===== src/rtl/bcd_decrement_seq.sv =====
// bcd_decrement_seq: digit-serial packed-BCD decrement by one, LSD first; define BCD_DEC_SATURATE_EN to saturate all-zero input at zero
module bcd_decrement_seq #(
    parameter int DIGITS = 4
) (
    input  logic                clk,
    input  logic                reset,
    input  logic                in_valid,
    output logic                in_ready,
    input  logic [4*DIGITS-1:0] in_value,
    output logic                out_valid,
    input  logic                out_ready,
    output logic [4*DIGITS-1:0] out_value,
    output logic                out_borrow,
    output logic                out_invalid
);
    typedef enum logic [1:0] {IDLE, CALC, DONE} state_t;
    localparam int IW = DIGITS > 1 ? $clog2(DIGITS) : 1;
    state_t state;
    logic [IW-1:0] idx;
    logic [3:0] d;
    logic bad;
    assign in_ready = state == IDLE;
    assign d = out_value[{idx, 2'b00} +: 4];
    always_comb begin
        bad = 1'b0;
        for (int i = 0; i < DIGITS; i++)
            bad = bad | (in_value[4*i +: 4] > 4'd9);
    end
    // out_value doubles as the work register; the borrow walks it one nibble per cycle
    always_ff @(posedge clk) begin
        if (reset) begin
            state       <= IDLE;
            idx         <= '0;
            out_value   <= '0;
            out_valid   <= 1'b0;
            out_borrow  <= 1'b0;
            out_invalid <= 1'b0;
        end else begin
            case (state)
                IDLE: if (in_valid) begin
                    out_value   <= in_value;
                    idx         <= '0;
                    out_borrow  <= 1'b0;
                    out_invalid <= bad;
                    state       <= bad ? DONE : CALC;
                end
                CALC: if (d != 4'd0) begin
                    out_value[{idx, 2'b00} +: 4] <= d - 4'd1;
                    state <= DONE;
                end else if (idx == IW'(DIGITS - 1)) begin
`ifdef BCD_DEC_SATURATE_EN
                    out_value <= '0;
`else
                    out_value[{idx, 2'b00} +: 4] <= 4'd9;
`endif
                    out_borrow <= 1'b1;
                    state      <= DONE;
                end else begin
                    out_value[{idx, 2'b00} +: 4] <= 4'd9;
                    idx <= idx + 1'b1;
                end
                DONE: if (!out_valid) begin
                    out_valid <= 1'b1;
                end else if (out_ready) begin
                    out_valid <= 1'b0;
                    state     <= IDLE;
                end
                default: state <= IDLE;
            endcase
        end
    end
endmodule


===== config.mk =====
export PLATFORM = sky130hd
export DESIGN_NAME = bcd_decrement_seq
export DESIGN_NICKNAME = d
export VERILOG_FILES = /design/src/rtl/bcd_decrement_seq.sv
export SDC_FILE = /design/constraint.sdc
export NUM_CORES = 1
export LEC_CHECK = 0
export CAP_MARGIN = 25
export CORE_MARGIN = 4
export CORE_UTILIZATION = 50
export DETAILED_ROUTE_END_ITERATION = 8
export GPL_ROUTABILITY_DRIVEN = 0
export PLACE_DENSITY = 0.93
export SLEW_MARGIN = 20
export SYNTH_ARGS = -nofsm -noshare
export SYNTH_HDL_FRONTEND = slang
export SYNTH_SLANG_ARGS = --single-unit

===== constraint.sdc =====
create_clock -name clk -period 5.5 [get_ports clk]
set_clock_uncertainty 0.15 [all_clocks]
set_input_delay 1.1 -clock clk [delete_from_list [all_inputs] [get_ports clk]]
set_output_delay 1.1 -clock clk [all_outputs]
set_load 0.02 [all_outputs]

# --- After elaboration in Yosys (flattened, before gate mapping) ---
# Index checks and enable logic that the tools add are counted.
op_classes:
  add_sub_neg: 3
  mul: 0
  n_div: 0
  magnitude_cmp: 4
  eq_ne: 10
  shifts: 4
  n_mux: 22
  bitwise_logic: 3
  n_reduce_logical: 8
op_table:
  columns: ["operator", "n"]
  rows:
  - ["$bwmux 16", 2]
  - ["$mux 16", 2]
  - ["$pmux 16 s2", 1]
  - ["$mux 2", 9]
  - ["$gt 4x4->1 const B", 4]
  - ["$shift 4x6->16 const A", 1]
  - ["$shiftx 16x5->4", 1]
  - ["$shiftx 4x6->16", 1]
  - ["$shiftx 4x6->16 const A", 1]
  - ["$ne 2x2->1 const B", 6]
  - ["$reduce_and 4->1", 3]
  - ["$neg 4->6", 1]
  - ["$pmux 2 s3", 1]
  - ["$mux 1", 5]
  - ["$eq 2x2->1 const B", 2]
  - ["$pmux 2 s2", 1]
  - ["$reduce_and 2->1", 2]
  - ["$reduce_bool 4->1", 1]
  - ["$sub 4x1->4 const B", 1]
  - ["$ne 3x3->1 const B", 1]
  - ["$or 1x1->1", 3]
  - ["$add 2x1->2 const B", 1]
  - ["$eq 2x1->1 const B", 1]
  - ["$logic_not 2->1", 1]
  - ["other kinds (2)", 2]
word_totals:
  reg_bits: 23
  latchBits: 0
  mem_bits_rw: 0
  romBits: 0
  elab_cells: 60
  n_memories: 0

# --- Longest topological paths before layout ---
# Gate-level depths: netlist of the first run.
depth:
  ltp_word: 7
  ltp_mapped: 8
  ltp_nobuf: 7

# --- Worst setup path after synthesis of the first run ---
# OpenSTA, ideal clock, no wires.
synth_path:
  kind: "register -> register"
  from: "register idx[0]"
  to: "register idx[1]"
  setup_time_ps: 128
  arrival_ps: 2176
  required_ps: 5222
  setup_slack_ps: 3046
  stages_incl_launch_ff: 9
  n_path_buf: 1
  period_less_slack_ps: 2454
  cell_sequence: "dfxtp_1 > buf_6 > mux4_2 > inv_1 > ha_1 > or3b_4 > a211o_1 > a22oi_1 > nor2_1"
synth_between:
  elab_chain_cells: 4
  elab_cells_between_ends: 10
synth_rtl:
  columns: ["item", "line", "rtl"]
  rows:
  - ["start: declaration", "19", "logic [IW-1:0] idx;"]
  - ["start signal: assignment", "60", "idx <= idx + 1'b1;"]
  - ["$shiftx 16x5->4 / $add 2x1->2 (equally long branches)", "23, 60", null]
  - ["$reduce_bool 4->1 / $mux 2 (equally long branches)", "47, 50", null]
  - ["$ne 2x2->1 (no line) / $mux 2 (equally long branches)", null, null]
  - ["$reduce_and 4->1 (no line) / $pmux 2 s2 (equally long branches)", null, null]
# Parallel ways exist; a longest one is shown, timed or not. The select of a mux whose other input is x is not followed.
# A chain may end at the register's enable or synchronous reset.

# --- Worst setup path after layout of the first run ---
layout_path:
  from: "register idx[0]"
  to: "register out_value[12]"
layout_between:
  elab_chain_cells: 6
  elab_cells_between_ends: 11
layout_rtl:
  columns: ["item", "line", "rtl"]
  rows:
  - ["$shiftx 16x5->4", "23", "assign d = out_value[{idx, 2'b00} +: 4];"]
  - ["$sub 4x1->4", "48", "out_value[{idx, 2'b00} +: 4] <= d - 4'd1;"]
  - ["$shiftx 4x6->16", "48", null]
  - ["$bwmux 16", "48", null]
  - ["$mux 16 *", "47", "CALC: if (d != 4'd0) begin"]
  - ["$pmux 16 s2 *", "39", "case (state)"]
  - ["end signal: assignment", "41", "out_value <= in_value;"]
  - ["end signal: indexed assignment", "48", null]
  - ["end: declaration", "12", "output logic [4*DIGITS-1:0] out_value,"]
# Mark *: on every way between the ends. The rest lies on a longest branch, timed or not.

==> results.toml, run 1 <==
[cts]
postCtsSetupBuffers = 0
cts_sinks = 23
htree_levels = 1
tritoncts = "yes"
clk_pin_slew_ns = 0.14
insertion_delay_ns = 0.31
clockRootBuffer = "clkbuf_4"
cts_buffers = 3
cts_resized = 0
cts.hold.buffers_added = 0
clock_path_buffers = 2

[worst_hold_path]
hold_path_class = "reg -> reg"

[sta]
rsz0062_at_grt = "false"
fmax_mhz = 340
finalWorstSetupSlack_ns = 2.56
finalSetupTns_ns = 0
setup_viol = 0
finalMaxSlewViolations = 0
finalCritPeriodShare_pct = 53.5
worst_pin_slew_ns = 0.887
hold_viol = 0
relSlewSlack_pct = 40.0
min_period_ns = 2.94

[run_status]
status = "completed"

[die]
fp.dieH_um = 61.1
die_area_um2 = 3730
dieWidth_um = 61.1
rows = 18
initial_utilization_pct = 54.4
io_pins = 40
coreArea_um2 = 2590

[global_routing]
grt_pass1_vias = 1488
grt_overflow = 0
grt_pass1_wl_um = 7040
antenna_found_initial = 0
grt_max_degree = 26
grt_usage_pct = 25.2

[drt]
wl_um = 4370
drt-vias-per-instance = 6.73
drc = 0
drt_iter0_markers = 134
num_vias = 1569
ant_nets = 0
first_pass_iters = 6
wl_per_cell_um = 18.8

[synth]
synth_top_cell_by_area = "dfxtp_1"
ys_warn_count = 0
syn-num-nets = 194
ys_seq_area_share_pct = 32.7
ys_types = 40
ys.flop_type = "dfxtp_1"
synthTopCellsByArea = "dfxtp_1, nor2_1, ha_1, mux4_2, a21oi_1"
syn-cell-area_um2 = 1410
syn_avg_cell_area_um2 = 8.39
synth-edff-count = 0
async_reset_ff_share_pct = 0
synth_cells = 168
yosysTopAreaCellShare_pct = 32.7
ys_seq_elements = 23

[critical_path]
worstPathArrival_ns = 3.01
path_max_fanout = 12
cp-end-kind = "flop"
crit_path_start_kind = "flop"
crit_type = "reg -> reg"
crit_required_ns = 5.57

[finish]
final_nets = 230
drive_above_1_share_pct = 4.93
seq_area_um2 = 460
antennaDiodeCount = 0
fillers = 181
multi_input_area_um2 = 892
area_growth_pct = 29.6

[place]
portBuffers = 39
dp_hpwl_um = 3200
place_ws_ns = 2.60

[pwr]
p_per_area_nw_per_um2 = 229
ir_worst_vdd_v = 0.000185
leakagePower_nw = 0.666

[job]
maxCapViolations = 0
==> final timing paths <==
check,startpoint,end,slack [ns],cells after the start
max,idx[0],out_value[12],2.56,7
min,out_value[0],out_value[0],0.33,2
max reg2reg,idx[0],out_value[12],2.56,7
min reg2reg,out_value[0],out_value[0],0.33,2
==> registers in the layout (all words and copies together), names as in the netlist <==
signal and cells:
out_borrow 1, idx 2, out_invalid 1, state 2
out_value 16, out_valid 1
==> stage by stage <==
step	instance area [um^2]	util, %	power [mW]	std cells	hold WS, ns
4_1_cts	1830	70.5	0.413	233	0.330
3_3_place_gp	1800	69.5	0.329	229	0.301
3_5_place_dp	1800	69.5	0.334	229	0.312
6_report	1830	70.5	0.417	233	0.333
2_1_floorplan	1410	-	0.274	168	0.378
5_1_grt	1830	70.5	0.435	233	0.371
==> per-layer routing <==
metal  global-route usage, %  vias up  part of all wire [%]
met5                       0        -                     0
met4                    10.2        0                   3.3
li1                        -      693                     -
met1                    33.9      725                    40
met2                    39.7      132                    45
met3                    5.03       19                    12
==> report_power, final <==
part | switching [mW] | internal, mW
sequential | 0.0144 | 0.180
clock | 0.0536 | 0.0283
combinational | 0.0755 | 0.0653
==> cell usage in the layout, fill, tap and decap left out, types with 2 or more instances in the layout <==
| cell type | instances |
|---|---|
| a21oi_1 | 13 |
| clkdlybuf4s50_1 | 39 |
| o41ai_1 | 2 |
| clkbuf_4 | 3 |
| mux4_2 | 3 |
| nand2b_1 | 4 |
| nor4b_1 | 2 |
| nand3b_1 | 2 |
| nand2_1 | 12 |
| ha_1 | 6 |
| a21o_1 | 6 |
| nor2b_1 | 5 |
| nor2_1 | 23 |
| a211oi_1 | 5 |
| dfxtp_1 | 23 |
| a221oi_1 | 3 |
| o21ai_0 | 9 |
| a22oi_1 | 7 |
| inv_1 | 5 |
| nand3_1 | 3 |
| nor3_1 | 8 |
==> cell type report <==
type / count / area share, %
inverters: 5 / 1.03
repair buffers: 39 / 21.4
well taps: 30 / 2.06
clock buffers: 4 / 1.44
flip-flops and latches: 23 / 25.2
multi-input cells: 132 / 48.9
==> cells in the mapped netlist, types with 2 or more instances <==
master	n
a221oi_1	3
a211oi_1	5
clkbuf_1	7
nor2b_1	5
o41ai_1	2
nand3_1	3
nor2_1	23
a21o_1	6
ha_1	6
dfxtp_1	23
inv_1	5
nand2b_1	4
a21oi_1	13
nor3_1	8
o21ai_0	9
mux4_2	3
nand3b_1	2
nor4b_1	2
a22oi_1	7
nand2_1	12
==> cells by family (layout without fill, tap and decap cells) <==
| group | after synthesis | after routing | synth area share (%) |
|---|---|---|---|
| simple gates | 68 | 68 | 25.5 |
| fa+ha+maj | 6 | 6 | 5.33 |
| compound gates | 52 | 52 | 24.5 |
| buf+inv | 13 | 48 | 4.00 |
| flops | 23 | 23 | 32.7 |
| mux | 5 | 5 | 7.37 |
| xor+xnor | 1 | 1 | 0.622 |
==> critical path, cell delays in order (launching register included) <==
cell     delay, ns
dfxtp_1       0.71
mux4_2        0.61
inv_1         0.18
ha_1          0.22
nor3b_4       0.39
a21o_1        0.21
a21oi_1       0.05
o41ai_1       0.32
Power figures use the tool's default switching activity.
==> run 2: changes to the inputs <==
--- a/config.mk
+++ b/config.mk
@@ -7,10 +7,10 @@
 export LEC_CHECK = 0
 export CAP_MARGIN = 25
 export CORE_MARGIN = 4
-export CORE_UTILIZATION = 50
+export CORE_UTILIZATION = 43
 export DETAILED_ROUTE_END_ITERATION = 8
 export GPL_ROUTABILITY_DRIVEN = 0
-export PLACE_DENSITY = 0.93
+export PLACE_DENSITY = 0.86
 export SLEW_MARGIN = 20
 export SYNTH_ARGS = -nofsm -noshare
 export SYNTH_HDL_FRONTEND = slang
==> constraint.sdc (replaced) <==
create_clock -name clk -period 2.7 [get_ports clk]
set_clock_uncertainty 0.15 [all_clocks]
set_input_delay 0.54 -clock clk [delete_from_list [all_inputs] [get_ports clk]]
set_output_delay 0.54 -clock clk [all_outputs]
set_load 0.02 [all_outputs]
==> run 2 against run 1 <==
Against the previous run: first-iteration DRC count fell by 24%; clock power rose by 98%; critical path depth did not move; largest power group unchanged; worst hold slack got worse by 0.0098 ns; die area rose by 14%; register-to-register slack got worse by 2.4 ns; global-route usage fell by 3.2 points; worst setup slack got worse by 2.4 ns; sequential power rose by 100%.
==> results.toml, run 2 (same netlist as run 1, synthesis figures left out) <==
[critical_path]
crit_type = "reg -> reg"
worstPathArrival_ns = 2.58
path_max_fanout = 6
worst-r2r-setup-slack_ns = 0.17
crit_required_ns = 2.75
path_delay_family = "multiplexers"
cpPeakStageDelay_ns = 0.60
path_cells = "mux4_1, inv_1, ha_1, or3b_4, a211o_1, mux2i_1, nor2_1"
crit_slowest_cell = "mux4_1"
path_buf_inv = 1
cp-end-kind = "flop"
crit_path_start_kind = "flop"

[die]
die_area_um2 = 4260
coreArea_um2 = 3100
initial_utilization_pct = 45.4
fp.dieH_um = 65.2
dieWidth_um = 65.2
io_pins = 40
rows = 20

[finish]
drive_above_1_share_pct = 9.86
reg.largest.list = "out_value x16, idx x2, state x2"
area_growth_pct = 36.2
final_nets = 240
utilization_pct = 61.9
largest_reg_flops = 16
multi_input_area_um2 = 892
mostFrequentLayoutCell = "clkdlybuf4s50_1"
antennaDiodeCount = 0
fin_cells = 257
stdcell_area_um2 = 1920
regMostFlops = "out_value"
seq_area_um2 = 462
layout_common_cells = "clkdlybuf4s50_1, nor2_1, dfxtp_1"
fillers = 293

[sta]
fmax_mhz = 395
setup_viol = 0
finalSetupTns_ns = 0
finalMaxSlewViolations = 0
relSlewSlack_pct = 55.6
worst_pin_slew_ns = 0.665
finalCritPeriodShare_pct = 93.8
hold_viol = 0
rsz0062_at_grt = "false"
finalWorstSetupSlack_ns = 0.168
min_period_ns = 2.53

[drt]
ant_nets = 0
drt-vias-per-instance = 5.94
drc = 0
first_pass_iters = 5
wl_um = 4360
num_vias = 1527
wl_per_cell_um = 17.0
drt_iter0_markers = 102

[cts]
tritoncts = "yes"
cts_buffers = 3
cts_sinks = 23
clk_pin_slew_ns = 0.12
clockRootBuffer = "clkbuf_4"
postCtsSetupBuffers = 0
htree_levels = 1
insertion_delay_ns = 0.32
clock_path_buffers = 2
cts.hold.buffers_added = 0

[global_routing]
grt_pass1_vias = 1493
grt_overflow = 0
antenna_found_initial = 0
grt_max_degree = 15
grt_pass1_wl_um = 7220
grt_usage_pct = 22.0

[pwr]
leakagePower_nw = 0.718
ir_worst_vdd_v = 0.000246
p_per_area_nw_per_um2 = 442

[place]
place_area_um2 = 1890
place_ws_ns = 0.102
dp_hpwl_um = 3350
portBuffers = 39
place_inst = 253

[worst_hold_path]
hold_path_class = "reg -> reg"

[job]
maxCapViolations = 0

[run_status]
status = "completed"
run 2: cell count changes in the layout (fill, tap and decap cells not counted), sizes merged:
cell  before  now
buf        0   10
run 2: repair_timing:
action,CTS,global route
hold endpoints to repair,0,0
gates resized for setup,0,1
setup endpoints to repair,0,7
run 2: report_power, final:
group | internal [mW] | switching [mW]
Clock | 0.0579 | 0.104
Combinational | 0.140 | 0.152
Sequential | 0.367 | 0.0283
run 2: cell type report:
type                    count  share of cell area (%)
inverters                   5                   0.978
clock buffers               4                    1.37
repair buffers             49                    24.3
multi-input cells         132                    46.5
well taps                  44                    2.87
flip-flops and latches     23                    24.1
run 2: worst reg2reg max path, cell delays in order, from the launching register on:
cell,delay [ns]
dfxtp_2,0.44
mux4_1,0.60
inv_1,0.10
ha_1,0.20
or3b_4,0.40
a211o_1,0.32
mux2i_1,0.15
nor2_1,0.05
run 2: routing by layer:
layer,track usage (%),part of all wire (%),up-vias
met3,3.08,9.7,11
met5,0,0,-
met4,10.4,2.2,0
met2,34.8,47,93
li1,-,-,717
met1,29.4,41,706
run 2: path summary, 6_finish.rpt:
kind	from	cells past startpoint	to
worst min register to register	out_value[0]	2	out_value[0]
worst max register to register	idx[0]	7	idx[0]
worst min-delay path	out_value[0]	2	out_value[0]
worst max-delay path	idx[0]	7	idx[0]
run 2: stage by stage:
step | total power [mW] | hold slack (ns)
floorplan | 0.559 | 0.378
global placement | 0.683 | 0.301
detailed placement | 0.689 | 0.310
CTS | 0.851 | 0.327
global route | 0.897 | 0.355
finish | 0.849 | 0.323
